<file path="src/rtl/mc_ctrl_fsm_if.sv">
// -----------------------------------------------------------------------------
// mc_ctrl_fsm_if
// Memory-port handshake bundle between the multi-cycle control unit and the
// instruction / data memory ports of the RV32 lab core.
//
// Signals:
//   imem_req   - instruction fetch request            (controller -> imem)
//   imem_ready - instruction word valid this cycle    (imem -> controller)
//   dmem_req   - data-memory request                  (controller -> dmem)
//   dmem_we    - data-memory write enable             (controller -> dmem)
//   dmem_ready - data access complete this cycle      (dmem -> controller)
//
// Modports:
//   master - the control unit (drives requests, samples readies)
//   slave  - the memory side (samples requests, drives readies)
// -----------------------------------------------------------------------------
interface mc_ctrl_fsm_if;

  logic imem_req;
  logic imem_ready;
  logic dmem_req;
  logic dmem_we;
  logic dmem_ready;

  modport master (
    output imem_req,
    output dmem_req,
    output dmem_we,
    input  imem_ready,
    input  dmem_ready
  );

  modport slave (
    input  imem_req,
    input  dmem_req,
    input  dmem_we,
    output imem_ready,
    output dmem_ready
  );

endinterface

</file>
<file path="src/rtl/mc_ctrl_fsm.sv">
// -----------------------------------------------------------------------------
// mc_ctrl_fsm
// Multi-cycle control unit for the RV32 lab core. Sequences every instruction
// through FETCH -> DECODE -> EXEC -> (MEM) -> (WB) and produces the control
// strobes for the PC block, IR, ALU operand mux, data memory and register
// file. Handles wait states on both memory ports, a ready timeout (bus-error
// halt), and halting on ECALL or an unsupported opcode/funct3.
//
// Parameters:
//   TIMEOUT    - max cycles spent waiting on a ready before bus-error halt
//                (8-bit wait counter)
//
// Ports:
//   clk        - clock; state updates on the rising edge
//   rst        - asynchronous, active-high reset
//   bus        - memory handshake (imem_req/imem_ready, dmem_req/dmem_we/
//                dmem_ready), master side
//   opcode     - IR[6:0], valid from DECODE onward
//   funct3     - IR[14:12]
//   alu_zero   - ALU result equals zero, valid in EXEC
//   ir_load    - latch IR at next rising edge (FETCH and imem_ready)
//   pc_step    - PC step strobe (DECODE)
//   pc_jump    - PC jump strobe (EXEC, branch taken / JAL / JALR)
//   jump_sel   - 0 = pc0 + offset, 1 = ALU result
//   alu_src_b  - 0 = rs2, 1 = immediate
//   rf_we      - register-file write enable (WB)
//   wb_sel     - write-back source: 00 ALU, 01 memory, 10 return address
//   state      - current state (FETCH=0 DECODE=1 EXEC=2 MEM=3 WB=4 HALT=7)
//   halted     - in HALT
//   illegal    - halted on unsupported opcode / funct3
//   bus_err    - halted on ready timeout
//   inst_count - retired-instruction counter
// -----------------------------------------------------------------------------
module mc_ctrl_fsm #(
  parameter int TIMEOUT = 255
) (
  input  logic                clk,
  input  logic                rst,
  mc_ctrl_fsm_if.master       bus,
  input  logic [6:0]          opcode,
  input  logic [2:0]          funct3,
  input  logic                alu_zero,
  output logic                ir_load,
  output logic                pc_step,
  output logic                pc_jump,
  output logic                jump_sel,
  output logic                alu_src_b,
  output logic                rf_we,
  output logic [1:0]          wb_sel,
  output logic [2:0]          state,
  output logic                halted,
  output logic                illegal,
  output logic                bus_err,
  output logic [31:0]         inst_count
);

  // ---------------------------------------------------------------------------
  // State encoding (fixed values, visible on the state port)
  // ---------------------------------------------------------------------------
  localparam logic [2:0] S_FETCH  = 3'd0;
  localparam logic [2:0] S_DECODE = 3'd1;
  localparam logic [2:0] S_EXEC   = 3'd2;
  localparam logic [2:0] S_MEM    = 3'd3;
  localparam logic [2:0] S_WB     = 3'd4;
  localparam logic [2:0] S_HALT   = 3'd7;

  // ---------------------------------------------------------------------------
  // RV32 major opcodes handled by this core
  // ---------------------------------------------------------------------------
  localparam logic [6:0] OP_R      = 7'b0110011;
  localparam logic [6:0] OP_IALU   = 7'b0010011;
  localparam logic [6:0] OP_LOAD   = 7'b0000011;
  localparam logic [6:0] OP_STORE  = 7'b0100011;
  localparam logic [6:0] OP_BRANCH = 7'b1100011;
  localparam logic [6:0] OP_JAL    = 7'b1101111;
  localparam logic [6:0] OP_JALR   = 7'b1100111;
  localparam logic [6:0] OP_LUI    = 7'b0110111;
  localparam logic [6:0] OP_ECALL  = 7'b1110011;

  localparam logic [2:0] F3_BEQ    = 3'b000;
  localparam logic [2:0] F3_BNE    = 3'b001;

  localparam logic [1:0] WB_ALU    = 2'b00;
  localparam logic [1:0] WB_MEM    = 2'b01;
  localparam logic [1:0] WB_PC     = 2'b10;

  localparam logic [7:0] TIMEOUT_C = 8'(TIMEOUT);

  // ---------------------------------------------------------------------------
  // Helpers
  // ---------------------------------------------------------------------------
  // True for the opcodes that have an execution path (ECALL handled apart).
  function automatic logic is_supported(input logic [6:0] op);
    logic ok;
    case (op)
      OP_R, OP_IALU, OP_LOAD, OP_STORE,
      OP_BRANCH, OP_JAL, OP_JALR, OP_LUI: ok = 1'b1;
      default:                            ok = 1'b0;
    endcase
    return ok;
  endfunction

  // Branch condition for the two supported compare types.
  function automatic logic branch_taken(input logic [2:0] f3, input logic zero);
    logic taken;
    case (f3)
      F3_BEQ:  taken = zero;
      F3_BNE:  taken = ~zero;
      default: taken = 1'b0;
    endcase
    return taken;
  endfunction

  // ---------------------------------------------------------------------------
  // State registers
  // ---------------------------------------------------------------------------
  logic [2:0]  state_q,      state_d;
  logic [6:0]  op_q,         op_d;
  logic [2:0]  f3_q,         f3_d;
  logic [7:0]  wait_cnt_q,   wait_cnt_d;
  logic        halted_q,     halted_d;
  logic        illegal_q,    illegal_d;
  logic        bus_err_q,    bus_err_d;
  logic [31:0] inst_count_q, inst_count_d;

  // Next-state, instruction capture, wait counter and retire bookkeeping.
  // Every transition into FETCH or MEM clears wait_cnt; every transition into
  // FETCH from EXEC/MEM/WB retires one instruction. Halts never retire.
  always_comb begin
    state_d      = state_q;
    op_d         = op_q;
    f3_d         = f3_q;
    wait_cnt_d   = wait_cnt_q;
    halted_d     = halted_q;
    illegal_d    = illegal_q;
    bus_err_d    = bus_err_q;
    inst_count_d = inst_count_q;

    case (state_q)
      S_FETCH: begin
        // A ready that coincides with the count reaching TIMEOUT still wins.
        if (bus.imem_ready) begin
          state_d = S_DECODE;
        end else if (wait_cnt_q == TIMEOUT_C) begin
          state_d   = S_HALT;
          halted_d  = 1'b1;
          bus_err_d = 1'b1;
        end else begin
          wait_cnt_d = wait_cnt_q + 8'd1;
        end
      end

      S_DECODE: begin
        op_d = opcode;
        f3_d = funct3;
        if (opcode == OP_ECALL) begin
          state_d  = S_HALT;
          halted_d = 1'b1;
        end else if (!is_supported(opcode)) begin
          state_d   = S_HALT;
          halted_d  = 1'b1;
          illegal_d = 1'b1;
        end else if ((opcode == OP_BRANCH) && (funct3 != F3_BEQ) && (funct3 != F3_BNE)) begin
          state_d   = S_HALT;
          halted_d  = 1'b1;
          illegal_d = 1'b1;
        end else begin
          state_d = S_EXEC;
        end
      end

      S_EXEC: begin
        case (op_q)
          OP_BRANCH: begin
            state_d      = S_FETCH;
            wait_cnt_d   = 8'd0;
            inst_count_d = inst_count_q + 32'd1;
          end
          OP_LOAD, OP_STORE: begin
            state_d    = S_MEM;
            wait_cnt_d = 8'd0;
          end
          // R, I-ALU, LUI, JAL, JALR all write back.
          default: begin
            state_d = S_WB;
          end
        endcase
      end

      S_MEM: begin
        if (bus.dmem_ready) begin
          if (op_q == OP_LOAD) begin
            state_d = S_WB;
          end else begin
            state_d      = S_FETCH;
            wait_cnt_d   = 8'd0;
            inst_count_d = inst_count_q + 32'd1;
          end
        end else if (wait_cnt_q == TIMEOUT_C) begin
          state_d   = S_HALT;
          halted_d  = 1'b1;
          bus_err_d = 1'b1;
        end else begin
          wait_cnt_d = wait_cnt_q + 8'd1;
        end
      end

      S_WB: begin
        state_d      = S_FETCH;
        wait_cnt_d   = 8'd0;
        inst_count_d = inst_count_q + 32'd1;
      end

      S_HALT: begin
        state_d = S_HALT;
      end

      // Unused encodings (5, 6) can only come from an upset; park safely.
      default: begin
        state_d   = S_HALT;
        halted_d  = 1'b1;
        illegal_d = 1'b1;
      end
    endcase
  end

  // State and bookkeeping flops with asynchronous reset.
  always_ff @(posedge clk or posedge rst) begin
    if (rst) begin
      state_q      <= S_FETCH;
      op_q         <= 7'd0;
      f3_q         <= 3'd0;
      wait_cnt_q   <= 8'd0;
      halted_q     <= 1'b0;
      illegal_q    <= 1'b0;
      bus_err_q    <= 1'b0;
      inst_count_q <= 32'd0;
    end else begin
      state_q      <= state_d;
      op_q         <= op_d;
      f3_q         <= f3_d;
      wait_cnt_q   <= wait_cnt_d;
      halted_q     <= halted_d;
      illegal_q    <= illegal_d;
      bus_err_q    <= bus_err_d;
      inst_count_q <= inst_count_d;
    end
  end

  // ---------------------------------------------------------------------------
  // Strobe decode
  // ---------------------------------------------------------------------------
  logic       imem_req_s;
  logic       ir_load_s;
  logic       pc_step_s;
  logic       pc_jump_s;
  logic       jump_sel_s;
  logic       alu_src_b_s;
  logic       dmem_req_s;
  logic       dmem_we_s;
  logic       rf_we_s;
  logic [1:0] wb_sel_s;

  // Moore decode from state_q/op_q/f3_q; ir_load and the branch pc_jump are
  // the only terms that look at live inputs. Because the decode reads the
  // asynchronously reset state_q, an rst mid-instruction drops dmem_req,
  // rf_we and pc_jump at once.
  always_comb begin
    imem_req_s  = 1'b0;
    ir_load_s   = 1'b0;
    pc_step_s   = 1'b0;
    pc_jump_s   = 1'b0;
    jump_sel_s  = 1'b0;
    alu_src_b_s = 1'b0;
    dmem_req_s  = 1'b0;
    dmem_we_s   = 1'b0;
    rf_we_s     = 1'b0;
    wb_sel_s    = WB_ALU;

    case (state_q)
      S_FETCH: begin
        imem_req_s = 1'b1;
        ir_load_s  = bus.imem_ready;
      end

      S_DECODE: begin
        pc_step_s = 1'b1;
      end

      S_EXEC: begin
        alu_src_b_s = (op_q != OP_R) && (op_q != OP_BRANCH);
        case (op_q)
          OP_BRANCH: begin
            pc_jump_s  = branch_taken(f3_q, alu_zero);
            jump_sel_s = 1'b0;
          end
          OP_JAL: begin
            pc_jump_s  = 1'b1;
            jump_sel_s = 1'b0;
          end
          OP_JALR: begin
            pc_jump_s  = 1'b1;
            jump_sel_s = 1'b1;
          end
          default: begin
            pc_jump_s  = 1'b0;
            jump_sel_s = 1'b0;
          end
        endcase
      end

      S_MEM: begin
        dmem_req_s = 1'b1;
        dmem_we_s  = (op_q == OP_STORE);
      end

      S_WB: begin
        rf_we_s = 1'b1;
        case (op_q)
          OP_LOAD:          wb_sel_s = WB_MEM;
          OP_JAL, OP_JALR:  wb_sel_s = WB_PC;
          default:          wb_sel_s = WB_ALU;
        endcase
      end

      // HALT and unused encodings: everything quiet.
      default: begin
        imem_req_s = 1'b0;
      end
    endcase
  end

  // ---------------------------------------------------------------------------
  // Output mapping
  // ---------------------------------------------------------------------------
  assign bus.imem_req = imem_req_s;
  assign bus.dmem_req = dmem_req_s;
  assign bus.dmem_we  = dmem_we_s;
  assign ir_load      = ir_load_s;
  assign pc_step      = pc_step_s;
  assign pc_jump      = pc_jump_s;
  assign jump_sel     = jump_sel_s;
  assign alu_src_b    = alu_src_b_s;
  assign rf_we        = rf_we_s;
  assign wb_sel       = wb_sel_s;
  assign state        = state_q;
  assign halted       = halted_q;
  assign illegal      = illegal_q;
  assign bus_err      = bus_err_q;
  assign inst_count   = inst_count_q;

endmodule
</file>
<file path="src/flat_wrapper.sv">
// flat-port wrapper written by rule: the top's interface ports become plain ports
module mc_ctrl_fsm_flat 
#(
  parameter int TIMEOUT = 255
)
  (clk, rst, opcode, funct3, alu_zero, ir_load, pc_step, pc_jump, jump_sel, alu_src_b, rf_we, wb_sel, state, halted, illegal, bus_err, inst_count, bus_imem_req, bus_dmem_req, bus_dmem_we, bus_imem_ready, bus_dmem_ready);
  mc_ctrl_fsm_if bus_i ();
  input  logic clk;
  input  logic rst;
  input  logic [6:0] opcode;
  input  logic [2:0] funct3;
  input  logic alu_zero;
  output logic ir_load;
  output logic pc_step;
  output logic pc_jump;
  output logic jump_sel;
  output logic alu_src_b;
  output logic rf_we;
  output logic [1:0] wb_sel;
  output logic [2:0] state;
  output logic halted;
  output logic illegal;
  output logic bus_err;
  output logic [31:0] inst_count;
  output wire logic [$bits(bus_i.imem_req)-1:0] bus_imem_req;
  output wire logic [$bits(bus_i.dmem_req)-1:0] bus_dmem_req;
  output wire logic [$bits(bus_i.dmem_we)-1:0] bus_dmem_we;
  input wire logic [$bits(bus_i.imem_ready)-1:0] bus_imem_ready;
  input wire logic [$bits(bus_i.dmem_ready)-1:0] bus_dmem_ready;
  assign bus_imem_req = bus_i.imem_req;
  assign bus_dmem_req = bus_i.dmem_req;
  assign bus_dmem_we = bus_i.dmem_we;
  assign bus_i.imem_ready = bus_imem_ready;
  assign bus_i.dmem_ready = bus_dmem_ready;
  mc_ctrl_fsm #(.TIMEOUT(TIMEOUT)) u_core (.clk(clk), .rst(rst), .bus(bus_i), .opcode(opcode), .funct3(funct3), .alu_zero(alu_zero), .ir_load(ir_load), .pc_step(pc_step), .pc_jump(pc_jump), .jump_sel(jump_sel), .alu_src_b(alu_src_b), .rf_we(rf_we), .wb_sel(wb_sel), .state(state), .halted(halted), .illegal(illegal), .bus_err(bus_err), .inst_count(inst_count));
endmodule
</file>
<file path="config.mk">
export PLATFORM = sky130hd
export DESIGN_NAME = mc_ctrl_fsm_flat
export DESIGN_NICKNAME = d
export VERILOG_FILES = /design/src/rtl/mc_ctrl_fsm_if.sv /design/src/rtl/mc_ctrl_fsm.sv /design/src/flat_wrapper.sv
export SDC_FILE = /design/constraint.sdc
export NUM_CORES = 1
export LEC_CHECK = 0
export ABC_AREA = 0
export ABC_CLOCK_PERIOD_IN_PS = 2240
export BUFFER_PORTS_ARGS = -buffer_cell sky130_fd_sc_hd__buf_2
export CAP_MARGIN = 5
export CORE_ASPECT_RATIO = 1.75
export CORE_MARGIN = 2
export CORE_UTILIZATION = 45
export CTS_BUF_LIST = sky130_fd_sc_hd__clkbuf_8
export CTS_CLUSTER_DIAMETER = 150
export DETAILED_ROUTE_END_ITERATION = 7
export MAX_ROUTING_LAYER = met4
export PLACE_DENSITY_LB_ADDON = 0.25
export SLEW_MARGIN = 5
export SYNTH_ARGS = -nofsm -noshare
export SYNTH_HDL_FRONTEND = slang
export SYNTH_SLANG_ARGS = --single-unit
</file>
<file path="constraint.sdc">
create_clock -name clk -period 2.24 [get_ports clk]
set_input_delay 0.448 -clock clk [delete_from_list [all_inputs] [get_ports clk]]
set_output_delay 0.448 -clock clk [all_outputs]
set_load 0.02 [all_outputs]
</file>
==> results of run 1 <==
-- metrics by stage --
| stage | area (sq um) | setup TNS (ps) | cells |
|---|---|---|---|
| 5_1_grt | 3595 | 0 | 462 |
| 3_5_place_dp | 3458 | -130.2 | 454 |
| 4_1_cts | 3581 | 0 | 462 |
| 6_report | 3595 | 0 | 462 |
| 3_3_place_gp | 3458 | 0 | 454 |
| 2_1_floorplan | 3014 | 0 | 310 |
-- worst paths after layout --
check	from	end	slack, ps	cells after the start
worst max-delay path	u_core.state[1]	pc_jump	110	3
worst min-delay path	rst	u_core.inst_count[31]	160	2
worst max register to register	u_core.op_q[2]	u_core.inst_count[1]	210	4
worst min register to register	u_core.inst_count[31]	u_core.inst_count[31]	470	1
max in group asynchronous	rst	u_core.inst_count[12]	1510	3
min in group clk	funct3[0]	u_core.f3_q[0]	360	2
-- power groups by stage --
stage	combinational [uW]	clock, uW	sequential (uW)
after global routing	1630	709	1530
final	1480	657	1490
after detailed placement	1460	0	1510
after CTS	1480	682	1490
after global placement	1430	0	1490
after floorplan	1040	0	1510
-- layout make-up --
cell class	count	area (sq um)	share of cell area (%)
Inverter	10	37.54	1.044
Clock buffer	5	68.82	1.914
Multi-Input combinational cell	234	1548	43.06
Timing Repair Buffer	72	395.4	11.00
Sequential cell	56	1404	39.05
Tap cell	82	102.6	2.854
Clock inverter	3	38.79	1.079
-- layout by cell type, fill, tap and decap left out, types with 3 or more instances in the layout --
cell,count
buf_2,63
dfrtp_1,54
nor2_1,27
nand2_1,26
xor2_1,25
nand3_1,20
nor3_1,18
a21oi_1,15
nor4_1,12
mux2_2,11
inv_1,10
xnor2_1,8
buf_4,8
nand2b_1,7
nand4_1,7
clkbuf_8,5
nor2b_1,4
o21ai_0,4
a31oi_1,4
a21o_1,3
and3_1,3
o21bai_1,3
-- kinds of logic (layout without fill, tap and decap cells) --
kind of cell / Yosys count / in the layout / share of synthesized area, %
buf+inv: 20 / 90 / 3.030
mux: 12 / 12 / 4.442
simple gates: 144 / 144 / 25.78
flops: 56 / 56 / 46.49
fa+ha+maj: 2 / 2 / 0.8301
xor+xnor: 33 / 33 / 9.589
compound gates: 43 / 43 / 9.838
-- timing repair --
item | 4_1_cts | 5_1_grt
pin swaps | 0 | 0
endpoints found under the setup margin | 4 | 3
resized for setup | 5 | 2
-- registers in the layout (all words and copies together), names as in the netlist --
name / flops
u_core.wait_cnt_q: 8
u_core.inst_count: 32
u_core.f3_q: 3
u_core.bus_err: 1
u_core.state: 3
u_core.illegal: 1
u_core.op_q: 7
u_core.halted: 1
-- routing by layer --
metal  share of wire, %  track usage (%)  vias up
met1                 40            23.61     1257
met5                  0                -        -
met2                 54            37.31       65
met4                1.7            7.500        0
li1                   -                -     1251
met3                3.9            3.006        8
==> impl_metrics.ini, run 1 <==
[finish]
fin_nets = 396
final_util_pct = 55.39
syn2layout_area_growth_pct = 19.26
drive_above_1_share_pct = 27.37
antenna_cells = 0
n_fill_cell = 591

[floorplan]
die_h_um = 112.3
core-area_sq_mm = 0.006490
num_rows = 39
die-area_sq_mm = 0.007394
fp.dieW_um = 65.87
io_pins = 64
initial_core_util_pct = 46.44

[synth]
synth_cells = 310
async_flop_share_pct = 100.0
synth_edf_count = 0
syn_area_per_cell_sq_um = 9.723
yosys.cell_count.top_type = dfrtp_1
synth-main-ff-cell = dfrtp_1
synth_nets = 327
yosys.area.top_type = dfrtp_1
synth_commonest_cells = dfrtp_1, nor2_1, nand2_1, xor2_1
synth-seq-area-share_pct = 46.49
ys_ff_latch = 56
synth_top_area_share_pct = 46.49
mappedNetlistArea_sq_mm = 0.003014
yosys_warnings = 0
yosysUniqueCellTypes = 48
yosys-top-cells-area = dfrtp_1, xor2_1, mux2_2

[global_route]
antenna_found_initial = 0
track_usage_pct = 21.11
grt_pass1_wl_um = 11970
grt-ovfl-total = 0
grt_pass1_vias = 2590
grt_max_degree = 33

[power]
p_per_area_mw_per_mm2 = 1009
clkPwrFrac_pct = 18.1
p_seq_share_pct = 41.2
ir_drop_mv = 0.5272
swShare_pct = 39.65
pwr-share-comb_pct = 40.7
p_leak_uw = 0.001772
total_power_uw = 3626
p_sw_uw = 1438
p_int_uw = 2189

[clock_tree]
numCtsBuffers = 5
htree_levels = 2
clockBufferDepth = 2
ctsHoldBuffers = 0
cts.sinks = 56
cts_tree = built
clkLatencyLatePin_ps = 320
cts.clk_slew.worst_paths_ps = 100
post_cts_buffers = 0
cts_root_buffer = clkbuf_8

[timing]
rsz0062_at_grt = no
fin_hold_ws_ps = 162.6
min_period_ps = 2128
slew_violations = 0
fin_ws_ps = 111.5
clock-skew-final_ps = 8.243
min_period_over_period_pct = 95.02
tightest_slew_ps = 635.7
setup_violations = 0
slew_headroom_pct = 57.44
hold_viol_final = 0
fmax_ghz = 0.4698

[critical_path]
path_class = reg2out
worst-path-buf-inv = 1
startpoint_type = flop
critPathArrivalTime_ps = 1680
cp_slowest_stage_delay_ps = 490
cp_max_fo = 10
crit_slowest_cell = dfrtp_1
required_ps = 1790
end_kind = output port
worstPathCellList = or3b_4 > nor3_2 > buf_2
path_delay_family = simple AND/OR/NAND/NOR gates

[job]
maxCapViolCount = 0

[detailed_routing]
totalWireLength_um = 6933
vias = 2581
drtIter0Drc = 145
via_per_inst = 5.587
ant_nets = 0
firstDrtPassIters = 4
drt-wirelength-per-cell_um = 15.01
drc = 0

[place]
dpl.hpwl_um = 5261
place_congestion = 0.8096
numPortBuffers = 63
dpl_worst_slack_ps = -86.74

[outcome]
status = complete, no violations

[worst_hold_path]
hold_class = in2async
(Power assumes the default switching activity.)
==> run 2, diff against run 1 <==
Settings changed: CORE_ASPECT_RATIO 1.75 to 0.9.
==> impl_metrics.ini, run 2 (synthesis results as in run 1) <==
[clock_tree]
cts_root_buffer = clkbuf_8
cts.clk_slew.worst_paths_ps = 110
cts.sinks = 56
clockBufferDepth = 2
htree_levels = 2
numCtsBuffers = 5
ctsHoldBuffers = 0
clkLatencyLatePin_ps = 320
cts_tree = built

[outcome]
status = complete, no violations

[detailed_routing]
firstDrtPassIters = 5
drt-wirelength-per-cell_um = 14.65
drtIter0Drc = 135
vias = 2587
via_per_inst = 5.446
drc = 0
totalWireLength_um = 6961
ant_nets = 0

[global_route]
grt-ovfl-total = 0
track_usage_pct = 19.67
grt_pass1_vias = 2513
grt_max_degree = 35
antenna_found_initial = 0
grt_pass1_wl_um = 11430

[floorplan]
io_pins = 64
fp.dieW_um = 90.27
die_h_um = 81.64
num_rows = 28
die-area_sq_mm = 0.007370
initial_core_util_pct = 46.26
core-area_sq_mm = 0.006516

[critical_path]
cp_max_fo = 10
startpoint_type = flop
required_ps = 1790
path_class = reg2out
critPathArrivalTime_ps = 1730
end_kind = output port

[power]
pwr-share-comb_pct = 42.3
p_seq_share_pct = 39.4
p_int_uw = 2254
p_leak_uw = 0.001789
p_per_area_mw_per_mm2 = 1024
p_sw_uw = 1490
swShare_pct = 39.80
ir_drop_mv = 0.7851
clkPwrFrac_pct = 18.3

[finish]
antenna_cells = 0
n_fill_cell = 621
syn2layout_area_growth_pct = 21.34
largest_reg_flops = 32
fin_nets = 401
final_common_cell = buf_2
final_util_pct = 56.13
drive_above_1_share_pct = 29.35
register_area_sq_mm = 0.001405
design_area_sq_mm = 0.003657
layoutNonFillerInstCount = 475
final_cell_mix = buf_2, dfrtp_1, nor2_1
multi_input_area_sq_mm = 0.001558

[job]
maxCapViolCount = 0

[timing]
min_period_over_period_pct = 97.24
tightest_slew_ps = 622.7
setup_violations = 0
rsz0062_at_grt = no
timing.setup.tns_ps = 0
slew_headroom_pct = 58.31
clock-skew-final_ps = 8.847
fmax_ghz = 0.4591
fin_ws_ps = 61.82
slew_violations = 0
min_period_ps = 2178
hold_viol_final = 0

[place]
place_congestion = 0.8989
dpl.hpwl_um = 5070
numPortBuffers = 63
postPlaceCellArea_sq_mm = 0.003483
dpl_worst_slack_ps = -109.1
place_inst = 464

[worst_hold_path]
hold_class = in2async
## run 2: cell types whose count changed in the layout (fill, tap and decap cells not counted), sizes merged
cell | before | now
clkinvlp | 0 | 1
buf | 72 | 77
inv | 11 | 10
## run 2: worst paths after layout
check,from,endpoint,slack [ps],depth (start not counted)
setup reg to reg,u_core.state[1],u_core.inst_count[22],170,6
setup / recovery,u_core.state[0],jump_sel,60,3
max in group asynchronous,rst,u_core.op_q[6],1530,3
hold reg to reg,u_core.inst_count[31],u_core.inst_count[31],480,1
min in group clk,funct3[0],u_core.f3_q[0],360,2
hold / removal,rst,u_core.inst_count[23],140,2
## run 2: stage by stage
stage / hold WS, ps / power (uW)
final: 144.7 / 3745
after global routing: 182.1 / 3982
after CTS: 165.9 / 3730
after detailed placement: 457.8 / 2998
after global placement: 445.6 / 2970
after floorplan: 478.8 / 2542
## run 2: area by class of cell
type | instances | area share (%)
inverters | 10 | 1.026
multi-input cells | 234 | 42.59
repair buffers | 77 | 11.84
clock inverters | 3 | 1.163
well taps | 90 | 3.079
clock buffers | 5 | 1.882
flip-flops and latches | 56 | 38.42
## run 2: timing repair
action,in CTS,in global routing
endpoints found under the setup margin,5,8
setup buffers,2,1
resized for setup,3,6
pin swaps,0,1
## run 2: worst max-delay path: stages, from the launching register on
cell	delay, ps
dfrtp_2	470
or3b_2	520
nor3_1	220
buf_2	200
## run 2: power groups by stage
stage | logic, uW | registers, uW | clock network [uW]
after CTS | 1570 | 1460 | 696
after global placement | 1490 | 1480 | 0
after global routing | 1740 | 1510 | 725
final | 1580 | 1480 | 684
after floorplan | 1040 | 1510 | 0
after detailed placement | 1510 | 1490 | 0
## run 2: per-layer routing
layer / up-vias / track usage (%) / wire (um)
li1: 1265 / - / -
met1: 1259 / 26.78 / 3450
met2: 56 / 29.85 / 3189
met3: 7 / 3.394 / 251
met4: 0 / 7.538 / 70
met5: - / - / 0
